===== config.mk =====
export PLATFORM = sky130hd
export DESIGN_NAME = seq_divider
export DESIGN_NICKNAME = d
export VERILOG_FILES = /design/src/rtl/div_pkg.sv /design/src/rtl/add_subtract.sv /design/src/rtl/seq_divider.sv
export SDC_FILE = /design/constraint.sdc
export NUM_CORES = 1
export LEC_CHECK = 0
export BUFFER_PORTS_ARGS = -buffer_cell sky130_fd_sc_hd__clkbuf_2
export CELL_PAD_IN_SITES_DETAIL_PLACEMENT = 1
export CELL_PAD_IN_SITES_GLOBAL_PLACEMENT = 2
export CORE_MARGIN = 1
export CORE_UTILIZATION = 33
export CTS_BUF_LIST = sky130_fd_sc_hd__clkbuf_8
export DETAILED_ROUTE_END_ITERATION = 7
export PLACE_DENSITY_LB_ADDON = 0.1
export SLEW_MARGIN = 20
export SYNTH_ARGS = -nofsm -noshare
export SYNTH_HDL_FRONTEND = slang
export SYNTH_SLANG_ARGS = --single-unit

===== constraint.sdc =====
create_clock -name clk_i -period 2.2 [get_ports clk_i]
set_clock_uncertainty 0.15 [all_clocks]
set_input_delay 0.11 -clock clk_i [delete_from_list [all_inputs] [get_ports clk_i]]
set_output_delay 0.11 -clock clk_i [all_outputs]
set_load 0.02 [all_outputs]

===== src/rtl/div_pkg.sv =====
// Shared definitions for the sequential divider: FSM state type, default
// operand width and iteration-counter sizing.
package div_pkg;

   typedef enum logic [1:0] {
      IDLE = 2'd0,
      RUN  = 2'd1,
      DONE = 2'd2
   } div_state_t;

   localparam int unsigned DIV_WIDTH_DEF = 8;
   localparam int unsigned DIV_CNT_W     = $clog2(DIV_WIDTH_DEF) + 1;

   // Counter width for an arbitrary operand width; wide enough to hold WIDTH.
   function automatic int unsigned div_cnt_width(input int unsigned width);
      return $clog2(width) + 1;
   endfunction

endpackage


===== src/rtl/add_subtract.sv =====
// Shared adder/subtractor: add_sub=1 computes a - b as a + ~b + 1, and the
// carry out then means "no borrow" (a >= b).
module add_subtract #(
   parameter int unsigned WIDTH = 9
) (
   input  logic [WIDTH-1:0] a,
   input  logic [WIDTH-1:0] b,
   input  logic             add_sub,
   output logic [WIDTH-1:0] result,
   output logic             carry
);

   logic [WIDTH-1:0] b_eff;

   // Two's-complement add/subtract with carry out.
   always_comb begin
      b_eff           = add_sub ? ~b : b;
      {carry, result} = {1'b0, a} + {1'b0, b_eff} + {{WIDTH{1'b0}}, add_sub};
   end

endmodule


===== src/rtl/seq_divider.sv =====
// Unsigned restoring divider, one quotient bit per RUN cycle, MSB first.
// Optional macro DIV_ZERO_FAST_EN: a zero divisor skips RUN and goes
// straight to DONE with the divide-by-zero result.
module seq_divider
   import div_pkg::*;
#(
   parameter int unsigned WIDTH = DIV_WIDTH_DEF
) (
   input  logic             clk_i,
   input  logic             rst_i,
   input  logic             start_i,
   input  logic [WIDTH-1:0] dividend_i,
   input  logic [WIDTH-1:0] divisor_i,
   output logic [WIDTH-1:0] quotient_o,
   output logic [WIDTH-1:0] remainder_o,
   output logic             busy_o,
   output logic             done_o,
   output logic             div_zero_o
);

   localparam int unsigned    CNT_W = div_cnt_width(WIDTH);
   localparam logic [CNT_W-1:0] LAST = CNT_W'(WIDTH - 1);

   div_state_t       state;
   logic [CNT_W-1:0] cnt;
   logic [WIDTH-1:0] dvd;
   logic [WIDTH-1:0] dvs;
   logic [WIDTH-1:0] rem;
   logic [WIDTH-1:0] quo;

   logic [WIDTH:0]   shifted;
   logic [WIDTH:0]   diff;
   logic             no_borrow;
   logic [WIDTH-1:0] rem_next;
   logic [WIDTH-1:0] quo_next;
   logic             unused_bits;

   // Partial remainder shifted left with the next dividend bit brought in.
   always_comb begin
      shifted = {rem, dvd[WIDTH-1]};
   end

   generate
      if (WIDTH == 8) begin : g_addsub
         add_subtract #(
            .WIDTH (WIDTH + 1)
         ) u_addsub (
            .a       (shifted),
            .b       ({1'b0, dvs}),
            .add_sub (1'b1),
            .result  (diff),
            .carry   (no_borrow)
         );
      end else begin : g_inline
         logic [WIDTH+1:0] full;
         // Equivalent WIDTH+1-bit trial subtract; the extra top bit is the borrow.
         always_comb begin
            full      = {1'b0, shifted} - {2'b00, dvs};
            diff      = full[WIDTH:0];
            no_borrow = ~full[WIDTH+1];
         end
      end
   endgenerate

   // Keep the difference on no borrow, otherwise restore the shifted value.
   always_comb begin
      rem_next    = no_borrow ? diff[WIDTH-1:0] : shifted[WIDTH-1:0];
      quo_next    = {quo[WIDTH-2:0], no_borrow};
      unused_bits = diff[WIDTH] ^ shifted[WIDTH];
   end

   // Control FSM with datapath registers and registered outputs.
   always_ff @(posedge clk_i or posedge rst_i) begin
      if (rst_i) begin
         state       <= IDLE;
         cnt         <= '0;
         dvd         <= '0;
         dvs         <= '0;
         rem         <= '0;
         quo         <= '0;
         quotient_o  <= '0;
         remainder_o <= '0;
         busy_o      <= 1'b0;
         done_o      <= 1'b0;
         div_zero_o  <= 1'b0;
      end else begin
         case (state)
            IDLE: begin
               done_o <= 1'b0;
               if (start_i) begin
                  dvd    <= dividend_i;
                  dvs    <= divisor_i;
                  rem    <= '0;
                  quo    <= '0;
                  cnt    <= '0;
                  busy_o <= 1'b1;
`ifdef DIV_ZERO_FAST_EN
                  if (divisor_i == '0) begin
                     state       <= DONE;
                     done_o      <= 1'b1;
                     quotient_o  <= '1;
                     remainder_o <= dividend_i;
                     div_zero_o  <= 1'b1;
                  end else begin
                     state <= RUN;
                  end
`else
                  state <= RUN;
`endif
               end
            end
            RUN: begin
               dvd <= dvd << 1;
               rem <= rem_next;
               quo <= quo_next;
               cnt <= cnt + 1'b1;
               if (cnt == LAST) begin
                  state       <= DONE;
                  done_o      <= 1'b1;
                  quotient_o  <= quo_next;
                  remainder_o <= rem_next;
                  div_zero_o  <= (dvs == '0);
               end
            end
            DONE: begin
               state  <= IDLE;
               busy_o <= 1'b0;
               done_o <= 1'b0;
            end
            default: begin
               state  <= IDLE;
               busy_o <= 1'b0;
               done_o <= 1'b0;
            end
         endcase
      end
   end

endmodule

==> metrics.txt, run 1 <==
hold slack=between 200 and 250 ps; gr usage total=19.00%; die boundary height=91.89 um; CTS tree=done; worst hold-check path type=in -> async; post-synthesis sequential area ratio=52.56%; Max Freq=approximately 460 MHz; Syn. warnings=0; CP endpoint kind=register; core outline area=7767 um2; ys flop type=dfrtp_1; Worst-Margin Slew=about 380 ps; Largest delay share family, worst path=compound AO/OA/AOI/OAI gates; DRC Markers=0; layout cells sized above 1=32.81%; syn avg cell area=9.194 um2; Initial DRC Count=91; Yosys reg bits=56; final setup TNS=0 ps; die extent in x=91.89 um; die area=8443 um2; cells after synthesis=290; total of max-cap violations=0; slowest CP cell=dfrtp_1; Syn Nets=about 320; num rows=32; Crit path required time=~2200 ps; synth-to-layout area growth=40.97%; Post-synth EDFFs=0; post-layout min period=roughly 2200 ps; reg2reg start=dvs[1]; Post-Layout Cell Count=483; register area=about 1400 um2; starting density of the core=34.33%; First-pass DRT Iterations=4; Detailed Route WL=7695 um; RSZ-0062 raised after global routing=yes; # diodes=0; count of final hold-check violations=0; # nets final=410; vias in the first global route=2539; final antenna-violating net count=0; Max Slew Vio Count=0; WP data arrival=2200 ps; CTS buffer count=5; CP Launch Type=register; final setup vio count=0; Crit Path Class=reg -> reg; VDD IR-drop max=0.5806 mV; Sink Count=56; crit path from=dvs[1]; Pwr per Cell Area=1922 nW/um2; max incr delay on CP=370 ps; worst-path cell chain=inv_1 -> ha_1 -> nand2b_4 -> a2111oi_4 -> buf_4 -> nor2_2 -> buf_4 -> a31oi_1 -> o31ai_1; Final Wtd Congestion=0.8145; CTS max path bufs=2; status=finished clean; CTS root buf=clkbuf_8; port buffer count=37; Power, Total=7.224 mW; R2R setup slack=30 ps; Max-slew headroom=74.52%; Final HPWL DP=around 5300 um; clock latency on the worst-skew pair=300 ps; grt ovf=0; final instance area=3759 um2; Yosys cell types=35; Static Leak=1.744 nW; ys async rst share=100.0%; Mapped Area=2666 um2; initial antenna violation count=0; WL/cell=15.93 um; area of the multi-input gates=roughly 1400 um2; first-pass GRT wire length=12650 um; cell mode on critical path=buf_4; via count=approximately 2400; Inst Count DP=456; post-route clock period utilization=just under 100%; clk slew on worst S/H paths=100 ps; largest net degree at the start of global routing=57; Fill cells=roughly 900; worst-path fanout max=5; io pins=38; Buf+Inv Stages, Crit Path=3; vias per inst=4.990; placed cell areas=3233 um2; H-Tree Depth=2
[worst min-delay path, delay by kind of cell]
family   cells  cell delay [ps]
buf+inv      4              970
[synth_stat cells, types with 2 or more instances]
cell,n,area [um2]
a211oi_1,3,22.52
a21oi_1,5,25.02
a2bb2oi_1,2,17.52
a31oi_1,4,25.02
buf_6,2,22.52
clkbuf_1,11,41.29
dfrtp_1,56,1401
ha_1,9,112.6
inv_1,14,52.55
mux2i_1,4,40.04
nand2_1,67,251.5
nand2b_1,2,12.51
nand3_1,19,95.09
nand4_1,2,12.51
nor2_1,23,86.33
nor3b_1,4,30.03
nor4_1,2,12.51
o21ai_0,30,150.1
o21ai_1,6,30.03
o22ai_1,7,43.79
o31ai_1,2,15.01
xnor2_1,2,17.52
xor2_1,2,17.52
[placed cells by master (no fill, tap or decap), types with 2 or more instances in the layout]
cell and count:
a211oi_4 2, a21oi_1 4, a31oi_1 3, buf_4 41, clkbuf_2 37, clkbuf_8 6
dfrtp_1 56, dlygate4sd3_1 18, ha_1 3, ha_4 6, inv_1 10, inv_2 4
mux2i_2 3, nand2_1 67, nand3_1 18, nand4_1 2, nor2_1 20, nor2_2 3
nor3b_1 3, nor4_1 2, o21ai_0 26, o21ai_1 7, o21ai_2 2, o22ai_1 7
xor2_1 2
[final timing paths]
| kind | to | cells after the start |
|---|---|---|
| worst min-delay path | div_zero_o | 4 |
| max in group asynchronous | dvs[0] | 4 |
| worst min register to register | quotient_o[7] | 2 |
| worst max-delay path | rem[5] | 9 |
| worst max register to register | rem[5] | 9 |
| min in group clk_i | quotient_o[7] | 2 |
[through the flow]
step / setup WS, ps / util, %
6_report: 27.09 / 48.39
5_1_grt: -57.19 / 48.39
4_1_cts: 3.629 / 45.89
3_5_place_dp: -233.7 / 41.62
3_3_place_gp: -172.2 / 41.62
2_1_floorplan: 102.5 / -
[flip-flops by register name, indices dropped and copies added (netlist names)]
signal,cells
busy_o,1
cnt,4
div_zero_o,1
done_o,1
dvd,8
dvs,8
quo,7
quotient_o,8
rem,8
remainder_o,8
state,2
[area by class of cell]
cell class | count | area share [%]
Clock buffer | 6 | 2.197
Clock inverter | 1 | 0.2330
Inverter | 15 | 1.498
Multi-Input combinational cell | 205 | 36.65
Sequential cell | 56 | 37.28
Tap cell | 102 | 3.395
Timing Repair Buffer | 98 | 18.74
[repair_timing]
| action | 4_1_cts | 5_1_grt |
|---|---|---|
| pin swaps | 3 | 9 |
| cloned | 0 | 0 |
| hold endpoints to repair | 73 | 0 |
| hold buffers | 18 | 0 |
| gates resized for setup | 17 | 28 |
| setup endpoints to repair | 16 | 16 |
| buffers inserted | 0 | 3 |
[logic make-up after synthesis]
kind of cell / Yosys count / synth area share (%)
AO/OA/AOI/OAI: 63 / 14.64
XOR/XNOR: 4 / 1.314
adder cells (fa/ha/maj): 10 / 4.974
buffers and inverters: 29 / 4.786
flip-flops: 56 / 52.56
multiplexers: 4 / 1.502
AND/OR/NAND/NOR: 124 / 20.23
[layer usage]
layer / GRT usage, % / vias up / routed length [um]
met3: 2.736 / 6 / 166
met1: 24.06 / 1209 / 3270
met5: 0 / - / 0
li1: - / 1166 / -
met4: 4.297 / 0 / 123
met2: 34.14 / 29 / 4134
[power by group]
part | switching, mW | internal [mW] | total [mW] | leakage, nW
sequential | 0.336 | 1.54 | 1.87 | 0.683
combinational | 2.60 | 2.17 | 4.77 | 1.01
clock | 0.332 | 0.252 | 0.585 | 0.0473
Note: power is estimated with default switching activity, not from simulation.
==> run 2, diff against run 1 <==
--- a/config.mk
+++ b/config.mk
@@ -5,7 +5,7 @@
 export SDC_FILE = /design/constraint.sdc
 export NUM_CORES = 1
 export LEC_CHECK = 0
-export BUFFER_PORTS_ARGS = -buffer_cell sky130_fd_sc_hd__clkbuf_2
+export BUFFER_PORTS_ARGS = -buffer_cell sky130_fd_sc_hd__buf_2
 export CELL_PAD_IN_SITES_DETAIL_PLACEMENT = 1
 export CELL_PAD_IN_SITES_GLOBAL_PLACEMENT = 2
 export CORE_MARGIN = 1
==> run 2 against run 1 <==
Against the previous run:
- critical path type unchanged
- final area shrank 1.3%
- hold slack worse by 34 ps
- maximum frequency fell by 1.1%
- non-clock buffer count is the same
- count of clock-buffer cells in the layout unchanged
- first-iteration DRC count is 37% lower
==> metrics.txt, run 2 (synthesis results as in run 1) <==
First-pass DRT Iterations=4; CP endpoint kind=register; io pins=38; commonest non-fill, non-tap cell in the layout=nand2_1; part of the power in registers=27.5%; vias in the first global route=2526; final setup vio count=0; register area=~1400 um2; Final HPWL DP=a little over 5000 um; Max Slew Vio Count=0; first-pass GRT wire length=between 10000 and 15000 um; area of the multi-input gates=1320 um2; worst-path fanout max=3; status=finished clean; CTS tree=done; num rows=32; pre-CTS WS=-173.8 ps; Initial DRC Count=57; max incr delay on CP=400 ps; Pwr per Cell Area=around 1800 nW/um2; # nets final=410; final instance area=3710 um2; hold slack=195.0 ps; final setup TNS=0 ps; Detailed Route WL=7233 um; grt ovf=0; final antenna-violating net count=0; # diodes=0; CTS buffer count=5; gr usage total=18.43%; reg2reg start=dvd[7]; placed cell areas=3218 um2; Sink Count=56; combinational share of power=63.5%; vias per inst=roughly 4.9; clock latency on the worst-skew pair=310 ps; synth-to-layout area growth=39.14%; initial antenna violation count=0; total of max-cap violations=0; die area=8443 um2; H-Tree Depth=2; DRC Markers=0; CTS max path bufs=2; via count=2365; worst hold-check path type=in -> async; Static Leak=1.739 nW; Max-slew headroom=between 60% and 70%; Worst-Margin Slew=~460 ps; R2R setup slack=2 ps; core outline area=7767 um2; layout cells sized above 1=31.94%; VDD IR-drop max=0.5646 mV; Setup WS post-layout=1.907 ps; starting density of the core=34.33%; clk slew on worst S/H paths=~100 ps; WL/cell=14.94 um; switching part of the total=about 44%; Crit path required time=2250 ps; Post-Layout Cell Count=484; WP data arrival=roughly 2300 ps; count of final hold-check violations=0; CTS root buf=clkbuf_8; Final Wtd Congestion=0.8204; die extent in x=91.89 um; Max Freq=454.9 MHz; Crit Path Class=reg -> reg; largest net degree at the start of global routing=39; clock group share of total power=9.0%; Power, Total=6.776 mW; Finished Core Util=47.76%; CP Launch Type=register; Worst R2R Path Depth=10; post-layout min period=roughly 2200 ps; NetSw=2.993 mW; Inst Count DP=454; worst-path cell chain=inv_2 -> ha_4 -> inv_2 -> fa_2 -> a211oi_2 -> buf_4 -> or4b_4 -> o2111ai_2 -> mux2i_1 -> o21ai_1; die boundary height=91.89 um; Cell Int Power=approximately 3.8 mW; Worst R2R End=remainder_o[6]; slowest CP cell=dfrtp_1; Fill cells=917; port buffer count=37; commonest non-fill, non-tap cells in the layout=nand2_1 (67), dfrtp_1 (56), buf_4 (40), buf_2 (37), o21ai_0 (28); cell mode on critical path=inv_2; post-route clock period utilization=99.91%; RSZ-0062 raised after global routing=yes
-- run 2: power by group through the flow --
| stage | registers (mW) | clock network [mW] | logic [mW] |
|---|---|---|---|
| 2_1_floorplan | 2.00 | 0 | 2.13 |
| 3_3_place_gp | 1.85 | 0 | 3.61 |
| 3_5_place_dp | 1.86 | 0 | 3.67 |
| 4_1_cts | 1.84 | 0.631 | 3.90 |
| 5_1_grt | 1.93 | 0.665 | 4.80 |
| 6_report | 1.86 | 0.610 | 4.30 |
-- run 2: area by class of cell --
class | count | area share (%)
flip-flops and latches | 56 | 37.77
multi-input cells | 205 | 35.58
repair buffers | 98 | 19.09
well taps | 102 | 3.440
clock buffers | 6 | 2.226
inverters | 15 | 1.518
clock inverters | 2 | 0.3710
-- run 2: how the worst max path moves through the flow --
stage / depth (start not counted) / end / slack (ps) / startpoint
finish: 10 / remainder_o[6] / 2 / dvd[7]
global route: 10 / remainder_o[6] / -90 / dvd[7]
CTS: 10 / rem[6] / 1 / dvd[7]
detailed placement: 7 / rem[0] / -170 / rem[5]
global placement: 8 / rem[0] / -160 / dvs[6]
floorplan: 8 / rem[3] / 100 / rem[4]
-- run 2: timing repair --
item / 4_1_cts / 5_1_grt
pin swaps: 2 / 9
buffers inserted: 1 / 3
setup endpoints to repair: 14 / 17
resized for setup: 12 / 24
endpoints found under the hold margin: 35 / 0
hold buffers: 18 / 0
-- run 2: layer usage --
| metal | vias to the layer above | track usage [%] | part of all wire (%) |
|---|---|---|---|
| met1 | 1167 | 23.77 | 45 |
| met2 | 25 | 32.77 | 52 |
| met4 | 0 | 3.906 | 1.0 |
| met5 | - | 0 | 0 |
| met3 | 6 | 2.570 | 2.4 |
| li1 | 1167 | - | - |
-- run 2: critical path: cells and delay by family (launching register included) --
kind	cells	cell delay (ps)
AND/OR/NAND/NOR	1	110
AO/OA/AOI/OAI	3	420
multiplexers	1	220
adder cells (fa/ha/maj)	2	520
buffers and inverters	3	260
flip-flops	1	400
==> run 3, diff against run 2 <==
--- a/config.mk
+++ b/config.mk
@@ -5,7 +5,7 @@
 export SDC_FILE = /design/constraint.sdc
 export NUM_CORES = 1
 export LEC_CHECK = 0
-export BUFFER_PORTS_ARGS = -buffer_cell sky130_fd_sc_hd__buf_2
+export BUFFER_PORTS_ARGS = -buffer_cell sky130_fd_sc_hd__buf_4
 export CELL_PAD_IN_SITES_DETAIL_PLACEMENT = 1
 export CELL_PAD_IN_SITES_GLOBAL_PLACEMENT = 2
 export CORE_MARGIN = 1
==> run 3 against run 2 <==
Against the previous run:
- combinational power grew 0.9%
- via count shrank 0.80%
- hold slack gained 18 ps
- critical endpoint is now remainder_o[0]
- count of clock-buffer cells in the layout shrank 1
- die area is the same
- core utilization grew 0.72 points
- sequential cell count is the same
- power grew 1.4%
- setup slack gained 63 ps
- non-clock buffer count grew 4
==> metrics.txt, run 3 (synthesis results as in run 1) <==
final setup vio count=0; DRC Markers=0; die extent in x=91.89 um; io pins=38; post-route clock period utilization=97.05%; WP data arrival=2180 ps; WL/cell=14.76 um; CTS max path bufs=2; count of final hold-check violations=0; pre-CTS WS=-245.3 ps; Final HPWL DP=between 5000 and 6000 um; status=finished clean; Max Slew Vio Count=0; die boundary height=91.89 um; vias in the first global route=2505; Detailed Route WL=7173 um; final antenna-violating net count=0; Power, Total=around 7 mW; starting density of the core=34.33%; initial antenna violation count=0; Final Wtd Congestion=between 0.8 and 0.9; commonest non-fill, non-tap cell in the layout=buf_4; Finished Core Util=48.49%; via count=2346; post-layout min period=~2100 ps; CTS tree=done; Worst R2R Path Depth=8; vias per inst=4.827; Worst-Margin Slew=between 400 and 500 ps; Setup WS post-layout=between 60 and 70 ps; reg2reg start=rem[3]; total of max-cap violations=0; First-pass DRT Iterations=4; layout cells sized above 1=a little over 30%; gr usage total=18.32%; clk slew on worst S/H paths=100 ps; worst-path fanout max=4; Static Leak=1.771 nW; crit path from=rem[3]; Initial DRC Count=94; port buffer count=37; num rows=32; final instance area=about 3800 um2; largest net degree at the start of global routing=22; CTS buffer count=5; worst hold-check path type=in -> async; grt ovf=0; CP Launch Type=register; Post-Layout Cell Count=486; placed cell areas=3323 um2; VDD IR-drop max=roughly 0.55 mV; Pwr per Cell Area=approximately 1800 nW/um2; Crit path required time=roughly 2300 ps; synth-to-layout area growth=41.25%; Inst Count DP=about 460; Sink Count=56; clock latency on the worst-skew pair=310 ps; Crit Path Class=reg -> reg; Max-slew headroom=between 70% and 80%; CTS root buf=clkbuf_8; # diodes=0; core outline area=7767 um2; commonest non-fill, non-tap cells in the layout=buf_4 (83), nand2_1 (67), dfrtp_1 (55), o21ai_0 (23), nor2_1 (21); first-pass GRT wire length=12100 um; H-Tree Depth=2; Max Freq=468.4 MHz; # nets final=414; CP endpoint kind=register; die area=between 8000 and 9000 um2
==> run 3: cell types whose count changed in the layout (fill, tap and decap cells not counted), sizes merged <==
cell,before,now
clkbuf,6,5
buf,80,84
inv,15,14
bufinv,0,1
clkinv,2,1
==> run 3: timing repair <==
| action | CTS | global route |
|---|---|---|
| setup buffers | 2 | 2 |
| endpoints found under the hold margin | 36 | 0 |
| hold buffers | 18 | 0 |
| gates resized for setup | 16 | 17 |
| pin swaps | 4 | 8 |
| cloned | 0 | 0 |
| endpoints found under the setup margin | 16 | 16 |
==> run 3: metrics by stage <==
step                setup TNS, ps  hold slack, ps
floorplan                       0           65.44
global placement            -1385           13.85
detailed placement          -1817           9.202
CTS                        -3.525           234.4
global route               -42.10           265.4
finish                          0           213.3
==> run 3: routing by layer <==
metal	vias to the layer above	part of all wire, %	GRT usage [%]
li1	1174	-	-
met1	1144	46	23.13
met2	20	51	32.84
met3	8	1.6	2.736
met4	0	1.4	4.297
met5	-	0	0
==> run 3: path summary, 6_finish.rpt <==
check                                 end  slack, ps
setup / recovery           remainder_o[0]         60
min in group clk_i          quotient_o[7]        330
hold / removal                 div_zero_o        210
setup reg to reg           remainder_o[0]         60
max in group asynchronous        state[0]       1070
hold reg to reg             quotient_o[7]        330
==> run 3: power by group <==
group | total [mW] | internal (mW) | switching (mW)
Clock | 0.649 | 0.327 | 0.321
Sequential | 1.88 | 1.54 | 0.342
Combinational | 4.34 | 2.06 | 2.28
==> run 3: worst max-delay path, cell delays in order (launching register included) <==
cell	delay [ps]
dfrtp_1	450
ha_4	320
nand4_1	140
a2111oi_4	330
buf_4	210
buf_4	110
o21ai_1	50
o21ai_1	150
o21ai_0	110
==> run 3: final cells by class <==
class / instances / area, um2
clock inverters: 1 / 30.03
clock buffers: 5 / 68.82
multi-input cells: 205 / 1266
well taps: 102 / 127.6
inverters: 15 / 56.30
fillers: 908 / 4001
flip-flops and latches: 56 / 1403
repair buffers: 102 / 814.5
